**src/rtl/pipeline_stall_ctrl_if.sv**
```systemverilog
// Hazard-to-pipeline-control bundle for pipeline_stall_ctrl.
// With HAZARD_STATS_EN defined the bundle also carries StallCount/FlushCount.
interface pipeline_stall_ctrl_if;
   // hazard requests from ID/EX
   logic LoadUse;
   logic Jump;
   logic BranchTaken;
   logic MdStart;
   logic MdDone;
   // pipeline register controls
   logic PCWrite;
   logic IFIDWrite;
   logic IFIDFlush;
   logic IDEXWrite;
   logic IDEXBubble;
   logic MdTimeout;
`ifdef HAZARD_STATS_EN
   logic [31:0] StallCount;
   logic [31:0] FlushCount;
`endif

   // hazard source / pipeline side
   modport master (
      output LoadUse, Jump, BranchTaken, MdStart, MdDone,
`ifdef HAZARD_STATS_EN
      input  StallCount, FlushCount,
`endif
      input  PCWrite, IFIDWrite, IFIDFlush, IDEXWrite, IDEXBubble, MdTimeout
   );

   // stall controller side
   modport slave (
      input  LoadUse, Jump, BranchTaken, MdStart, MdDone,
`ifdef HAZARD_STATS_EN
      output StallCount, FlushCount,
`endif
      output PCWrite, IFIDWrite, IFIDFlush, IDEXWrite, IDEXBubble, MdTimeout
   );
endinterface

```
**src/rtl/pipeline_stall_ctrl.sv**
```systemverilog
// Pipeline stall controller: turns load-use, redirect and mul/div hazards into
// PC / IF/ID / ID/EX register controls (Mealy outputs, registered state).
// Optional feature macro: HAZARD_STATS_EN adds saturating stall/flush counters.
module pipeline_stall_ctrl #(
   parameter int unsigned LU_STALL_CYCLES = 1,
   parameter int unsigned MD_TIMEOUT      = 64
) (
   input  logic                 clk,
   input  logic                 reset,
   pipeline_stall_ctrl_if.slave hz
);

   localparam int unsigned LU_W = 4;
   localparam int unsigned MD_W = 8;
   localparam logic [LU_W-1:0] LU_INIT = LU_W'(LU_STALL_CYCLES - 1);
   localparam logic [MD_W-1:0] MD_LAST = MD_W'(MD_TIMEOUT - 1);

   typedef enum logic [1:0] {
      RUN      = 2'd0,
      LU_STALL = 2'd1,
      MD_WAIT  = 2'd2
   } state_t;

   state_t          state;
   logic [LU_W-1:0] lu_cnt;
   logic [MD_W-1:0] md_cnt;
   logic            md_timeout;

   logic pc_write_c;
   logic ifid_write_c;
   logic ifid_flush_c;
   logic idex_write_c;
   logic idex_bubble_c;

   // State and counter update; a pending load-use count survives a mul/div wait.
   always_ff @(posedge clk or posedge reset) begin
      if (reset) begin
         state      <= RUN;
         lu_cnt     <= '0;
         md_cnt     <= '0;
         md_timeout <= 1'b0;
      end else begin
         case (state)
            RUN: begin
               if (hz.LoadUse) lu_cnt <= LU_INIT;
               if (hz.MdStart) begin
                  state  <= MD_WAIT;
                  md_cnt <= '0;
               end else if (hz.LoadUse && (LU_INIT != '0)) begin
                  state <= LU_STALL;
               end
            end
            LU_STALL: begin
               if (lu_cnt != '0) lu_cnt <= lu_cnt - LU_W'(1);
               if (lu_cnt <= LU_W'(1)) state <= RUN;
            end
            MD_WAIT: begin
               if (md_cnt != '1) md_cnt <= md_cnt + MD_W'(1);
               if (hz.MdDone || (md_cnt == MD_LAST)) begin
                  if (!hz.MdDone) md_timeout <= 1'b1;
                  state <= (lu_cnt != '0) ? LU_STALL : RUN;
               end
            end
            default: state <= RUN;
         endcase
      end
   end

   // Mealy control outputs; reset holds the pipeline cleared.
   always_comb begin
      pc_write_c    = 1'b1;
      ifid_write_c  = 1'b1;
      ifid_flush_c  = 1'b0;
      idex_write_c  = 1'b1;
      idex_bubble_c = 1'b0;
      if (reset) begin
         pc_write_c    = 1'b0;
         ifid_write_c  = 1'b0;
         ifid_flush_c  = 1'b1;
         idex_write_c  = 1'b0;
         idex_bubble_c = 1'b1;
      end else begin
         case (state)
            RUN: begin
               // load-use wins: the redirect used stale operands and is re-resolved later
               if (hz.LoadUse) begin
                  pc_write_c    = 1'b0;
                  ifid_write_c  = 1'b0;
                  idex_bubble_c = 1'b1;
               end else if (hz.Jump || hz.BranchTaken) begin
                  ifid_flush_c = 1'b1;
               end
            end
            LU_STALL: begin
               pc_write_c    = 1'b0;
               ifid_write_c  = 1'b0;
               idex_bubble_c = 1'b1;
            end
            MD_WAIT: begin
               pc_write_c   = 1'b0;
               ifid_write_c = 1'b0;
               idex_write_c = 1'b0;
            end
            default: ;
         endcase
      end
   end

   assign hz.PCWrite    = pc_write_c;
   assign hz.IFIDWrite  = ifid_write_c;
   assign hz.IFIDFlush  = ifid_flush_c;
   assign hz.IDEXWrite  = idex_write_c;
   assign hz.IDEXBubble = idex_bubble_c;
   assign hz.MdTimeout  = md_timeout;

`ifdef HAZARD_STATS_EN
   logic [31:0] stall_count;
   logic [31:0] flush_count;

   // Saturating counts of stalled and flushed cycles outside reset.
   always_ff @(posedge clk or posedge reset) begin
      if (reset) begin
         stall_count <= '0;
         flush_count <= '0;
      end else begin
         if (!pc_write_c && (stall_count != '1)) stall_count <= stall_count + 32'd1;
         if (ifid_flush_c && (flush_count != '1)) flush_count <= flush_count + 32'd1;
      end
   end

   assign hz.StallCount = stall_count;
   assign hz.FlushCount = flush_count;
`endif

endmodule
```
**src/flat_wrapper.sv**
```systemverilog
// flat-port wrapper written by rule: the top's interface ports become plain ports
module pipeline_stall_ctrl_flat 
#(
   parameter int unsigned LU_STALL_CYCLES = 1,
   parameter int unsigned MD_TIMEOUT      = 64
)
  (clk, reset, hz_LoadUse, hz_Jump, hz_BranchTaken, hz_MdStart, hz_MdDone, hz_PCWrite, hz_IFIDWrite, hz_IFIDFlush, hz_IDEXWrite, hz_IDEXBubble, hz_MdTimeout);
  pipeline_stall_ctrl_if hz_i ();
  input  logic clk;
  input  logic reset;
  input wire logic [$bits(hz_i.LoadUse)-1:0] hz_LoadUse;
  input wire logic [$bits(hz_i.Jump)-1:0] hz_Jump;
  input wire logic [$bits(hz_i.BranchTaken)-1:0] hz_BranchTaken;
  input wire logic [$bits(hz_i.MdStart)-1:0] hz_MdStart;
  input wire logic [$bits(hz_i.MdDone)-1:0] hz_MdDone;
  output wire logic [$bits(hz_i.PCWrite)-1:0] hz_PCWrite;
  output wire logic [$bits(hz_i.IFIDWrite)-1:0] hz_IFIDWrite;
  output wire logic [$bits(hz_i.IFIDFlush)-1:0] hz_IFIDFlush;
  output wire logic [$bits(hz_i.IDEXWrite)-1:0] hz_IDEXWrite;
  output wire logic [$bits(hz_i.IDEXBubble)-1:0] hz_IDEXBubble;
  output wire logic [$bits(hz_i.MdTimeout)-1:0] hz_MdTimeout;
  assign hz_i.LoadUse = hz_LoadUse;
  assign hz_i.Jump = hz_Jump;
  assign hz_i.BranchTaken = hz_BranchTaken;
  assign hz_i.MdStart = hz_MdStart;
  assign hz_i.MdDone = hz_MdDone;
  assign hz_PCWrite = hz_i.PCWrite;
  assign hz_IFIDWrite = hz_i.IFIDWrite;
  assign hz_IFIDFlush = hz_i.IFIDFlush;
  assign hz_IDEXWrite = hz_i.IDEXWrite;
  assign hz_IDEXBubble = hz_i.IDEXBubble;
  assign hz_MdTimeout = hz_i.MdTimeout;
  pipeline_stall_ctrl #(.LU_STALL_CYCLES(LU_STALL_CYCLES), .MD_TIMEOUT(MD_TIMEOUT)) u_core (.clk(clk), .reset(reset), .hz(hz_i));
endmodule
```
**config.mk**
```make
export PLATFORM = sky130hd
export DESIGN_NAME = pipeline_stall_ctrl_flat
export DESIGN_NICKNAME = d
export VERILOG_FILES = /design/src/rtl/pipeline_stall_ctrl_if.sv /design/src/rtl/pipeline_stall_ctrl.sv /design/src/flat_wrapper.sv
export SDC_FILE = /design/constraint.sdc
export NUM_CORES = 1
export LEC_CHECK = 0
export CAP_MARGIN = 10
export CORE_MARGIN = 4
export CORE_UTILIZATION = 45
export DETAILED_ROUTE_END_ITERATION = 8
export GPL_TIMING_DRIVEN = 0
export MAX_ROUTING_LAYER = met4
export PLACE_DENSITY = 0.68
export SLEW_MARGIN = 20
export SYNTH_ARGS = -nofsm -noshare
export SYNTH_HDL_FRONTEND = slang
export SYNTH_SLANG_ARGS = --single-unit
```
**constraint.sdc**
```tcl
create_clock -name clk -period 2.1 [get_ports clk]
set_input_delay 0.21 -clock clk [delete_from_list [all_inputs] [get_ports clk]]
set_output_delay 0.21 -clock clk [all_outputs]
set_load 0.05 [all_outputs]
```
; ---- Word-level counts from Yosys, hierarchy flattened
; Index checks and enable logic that the tools add are counted.
[totals]
ff_bits = 15
inputBits = 7
output_inout_bits = 6
elab_cells = 52
[classes]
addsub = 2
magnitude_cmp = 1
n_eq_ne = 10
mux = 23
bitwise_logic = 1
n_reduce_logical = 11
[ops]
columns = operator, count
row1 = two-way mux 8 bit, 2
row2 = one-hot mux 8 bit (2 select lines), 1
row3 = AND reduction 3 bit, 4
row4 = two-way mux 1 bit, 11
row5 = "adder 8 x 1 -> 8 bit, second input constant", 1
row6 = "== test 8 x 6 -> 1 bit, second input constant", 1
row7 = two-way mux 4 bit, 2
row8 = "inequality test 2 x 1 -> 1 bit, second input constant", 4
row9 = "inequality test 8 bit, second input constant", 1
row10 = one-hot mux 4 bit (2 select lines), 1
row11 = two-way mux 2 bit, 3
row12 = one-hot mux 2 bit (3 select lines), 1
row13 = "less-or-equal comparator 4 x 1 -> 1 bit, second input constant", 1
row14 = "inequality test 2 bit, second input constant", 2
row15 = one-hot mux 1 bit (2 select lines), 2
row16 = nonzero test 2 bit, 2
row17 = nonzero test 4 bit, 1
row18 = "subtractor 4 x 1 -> 4 bit, second input constant", 1
row19 = "== test 2 x 1 -> 1 bit, second input constant", 1
row20 = "== test 2 bit, second input constant", 1
row21 = zero test 2 bit, 1
row22 = logical OR 1 bit, 2
row23 = OR reduction 2 bit, 1
row24 = inverter 1 bit, 1

; ---- Longest topological paths before layout
[logic_depth]
ltp_word = 5
depth_mapped = 6
depth_no_buf = 6

; ---- Least setup slack after synthesis
; Ideal clock, no wire load.
[synth_timing]
path_kind = reg2out
from = reg u_core.state[0]
to = out hz_IFIDFlush
arrival_time_ns = 1.916
required_ns = 1.890
slack_ns = -0.026
stages_incl_launch_ff = 5
n_path_buf = 1
cell_sequence = dfrtp_1 clkbuf_1 nor2_1 o21ai_0 o21ai_0
[synth_via]
elab_chain_cells = 3
[synth_lines]
columns = element, line_no
row1 = start: declaration, pipeline_stall_ctrl.sv:24  ; state_t state;
row2 = start signal: assignment, pipeline_stall_ctrl.sv:61  ; state <= (lu_cnt != '0) ? LU_STALL : RUN;
row3 = zero test 2 bit, pipeline_stall_ctrl.sv:83  ; case (state)
row4 = two-way mux 1 bit, pipeline_stall_ctrl.sv:83
row5 = two-way mux 1 bit, pipeline_stall_ctrl.sv:76  ; if (reset) begin
row6 = end: declaration, flat_wrapper.sv:18  ; output wire logic [$bits(hz_i.IFIDFlush)-1:0] hz_IFIDFlush;
; No other way between the ends.

; ---- Worst setup path in the final report
[layout_timing]
from = reg u_core.state[1]
to = out hz_PCWrite
[layout_via]
elab_chain_cells = 4
[layout_lines]
columns = element, line_no
row1 = == test 2 bit / == test 2 x 1 -> 1 bit (equally long branches), pipeline_stall_ctrl.sv:83
row2 = OR reduction 2 bit (no line), --
row3 = one-hot mux 1 bit (2 select lines) *, pipeline_stall_ctrl.sv:83
row4 = two-way mux 1 bit *, pipeline_stall_ctrl.sv:76
row5 = end: declaration, flat_wrapper.sv:16  ; output wire logic [$bits(hz_i.PCWrite)-1:0] hz_PCWrite;
; Every way passes the cells marked *; elsewhere a longest branch is shown, timed or not.

==> metrics.yaml <==
p_total_mw: 0.887
min_period_ns: 1.95
gp_congestion: 0.834
fin_skew_ns: 0.00641
max_slew_margin_pct: 55.6
hp-class: "in -> async"
fin_crit_sh_pct: 92.7
critPathLaunchType: "flip-flop"
die-area_sq_um: 2890
drive_above_1_share_pct: 15.3
grt_pass1_vias: 797
synthArstFlopShare_pct: 100
grt_usage_pct: 18.5
seq_area_frac_synth_pct: 39.8
initial_core_util_pct: 47.6
power_density_nw_per_um2: 799
grt_pass1_wl_mm: 3.70
root_buffer: "clkbuf_4"
dp_hpwl_mm: 1.54
synth_warnings: 0
dp.cells: 142
max-clock-path-buffers: 2
cts_setup_buffers: 0
max_freq_ghz: 0.514
synth_seq_cells: 15
endpoint_kind: "output port"
drtAntennaViolNets: 0
hold_viol_final: 0
clk_latency_ns: 0.29
fin_area_sq_um: 1110
ios: 13
cts.sinks: 15
worstMarginPinSlew_ns: 0.665
required_ns: 1.89
diodes: 0
fp.dieH_microns: 53.8
drt-pass1-iter-count: 6
dieWidth_microns: 53.8
drv_cap: 0
slew_violations: 0
core_sq_um: 1980
netlist_instances: 103
p_leak_nw: 0.510
ys_types: 35
grt_setup_unrepaired: "no"
syn_nets: 114
fin_cells: 145
wl_per_cell_microns: 14.0
final_nets: 130
placed_cell_area_sq_um: 1100
htreeDepth: 1
reg2regPathDepth: 6
nFillCells: 186
synth_ff_type: "dfrtp_1"
vias: 817
setup_viol: 0
netlist_area_sq_um: 943
critPathKind: "reg -> out"
viasPerCell: 5.63
cts_tree: "yes"
routed_wl_mm: 2.03
drcViolationCount: 0
fin_util_pct: 56.0
ir_worst_vdd_v: 0.000510
cp.arrival_ns: 1.74
antenna_found_initial: 0
areaGrowthSynthToFinish_pct: 17.6
grt_overflow_total: 0
syn_avg_cell_area_sq_um: 9.16
synth_enable_flop_cells: 0
crit_fanout: 10
grt_max_degree: 18
rows: 16
drtIter0Drc: 31
status: "finished clean"
place.port_buffers: 12
numCtsBuffers: 3
clk_pin_slew_ns: 0.10
[synth_stat cells, types with 2 or more instances]
master | count | area, sq um
dfrtp_1 | 15 | 375
nor2_1 | 12 | 45.0
o21ai_0 | 9 | 45.0
nand2_1 | 8 | 30.0
inv_1 | 6 | 22.5
ha_1 | 4 | 50.1
a21o_1 | 3 | 22.5
a21oi_1 | 3 | 15.0
nand3_1 | 3 | 15.0
nand4_1 | 3 | 18.8
nor3_1 | 3 | 15.0
o31ai_1 | 3 | 22.5
xor2_1 | 3 | 26.3
a22o_1 | 2 | 17.5
a22oi_1 | 2 | 15.0
and2_1 | 2 | 12.5
buf_2 | 2 | 10.0
o2111ai_1 | 2 | 17.5
o211ai_1 | 2 | 15.0
[placed cells by master (no fill, tap or decap), drive strengths merged, types with 3 or more instances in the layout]
cell | netlist | final
dfrtp | 15 | 15
nor2 | 12 | 12
o21ai | 9 | 9
nand2 | 8 | 8
clkdlybuf4s50 | 0 | 7
inv | 6 | 6
clkbuf | 1 | 5
ha | 4 | 4
buf | 3 | 4
nand4 | 4 | 4
xor2 | 3 | 3
o31ai | 3 | 3
nand3 | 3 | 3
a21oi | 3 | 3
nor3 | 3 | 3
a21o | 3 | 3
[critical path, stage by stage, from the launching register on]
cell             delay (ns)
dfrtp_1                0.39
buf_2                  0.19
nor3_1                 0.20
a21oi_1                0.06
nor2_1                 0.13
buf_4                  0.12
clkdlybuf4s15_2        0.36
[kinds of logic (layout without fill, tap and decap cells)]
group | Yosys count | count (layout) | synth area share [%]
xor gates and xnor gates | 3 | 3 | 2.79
adders and majority gates | 4 | 4 | 5.31
and+or+nand+nor | 40 | 40 | 24.3
buffers and inverters | 10 | 25 | 4.64
AOI/OAI and AO/OA | 30 | 30 | 22.1
muxes | 1 | 1 | 1.06
DFF | 15 | 15 | 39.8
[what timing repair did]
item                       in CTS  in global routing
gates resized for setup        11                  7
hold buffers                    0                  0
setup endpoints to repair       5                  5
[worst paths after layout]
check	start	endpoint	slack, ns
hold reg to reg	u_core.hz.MdTimeout	u_core.hz.MdTimeout	0.48
hold / removal	reset	u_core.lu_cnt[1]	0.36
min in group clk	u_core.hz.MdTimeout	u_core.hz.MdTimeout	0.48
max in group asynchronous	reset	u_core.md_cnt[2]	1.31
setup / recovery	u_core.state[1]	hz_PCWrite	0.15
setup reg to reg	u_core.lu_cnt[1]	u_core.lu_cnt[0]	0.41
[sequential cells by signal (all words and copies together), names as in the netlist]
| signal | count |
|---|---|
| u_core.state | 2 |
| u_core.md_cnt | 8 |
| u_core.lu_cnt | 4 |
| u_core.hz.MdTimeout | 1 |
[power breakdown]
group	internal (mW)	switching, mW
Sequential	0.330	0.0533
Combinational	0.116	0.219
Clock	0.0709	0.0981
[stage by stage]
stage	hold slack, ns	worst slack, ns	setup TNS [ns]
after floorplan	0.126	0.0914	0
after global placement	0.443	-0.175	-0.352
after detailed placement	0.461	-0.173	-0.424
after CTS	0.369	0.000904	0
after global routing	0.397	0.0110	0
final	0.362	0.154	0
[routing by layer]
| layer | up-vias | wire (microns) | GRT usage, % |
|---|---|---|---|
| met5 | - | 0 | - |
| met4 | 0 | 23 | 6.38 |
| met3 | 4 | 108 | 4.99 |
| met2 | 15 | 960 | 28.0 |
| met1 | 391 | 940 | 23.5 |
| li1 | 407 | - | - |
[layout make-up]
type | count | area (sq um) | area share, %
timing repair buffer | 12 | 106 | 9.58
clock inverter | 1 | 5.00 | 0.451
clock buffer | 3 | 22.5 | 2.03
inverter | 6 | 22.5 | 2.03
multi-input combinational | 78 | 527 | 47.5
tap | 27 | 33.8 | 3.04
buffer | 3 | 17.5 | 1.58
sequential | 15 | 375 | 33.8
(Power assumes the default switching activity.)
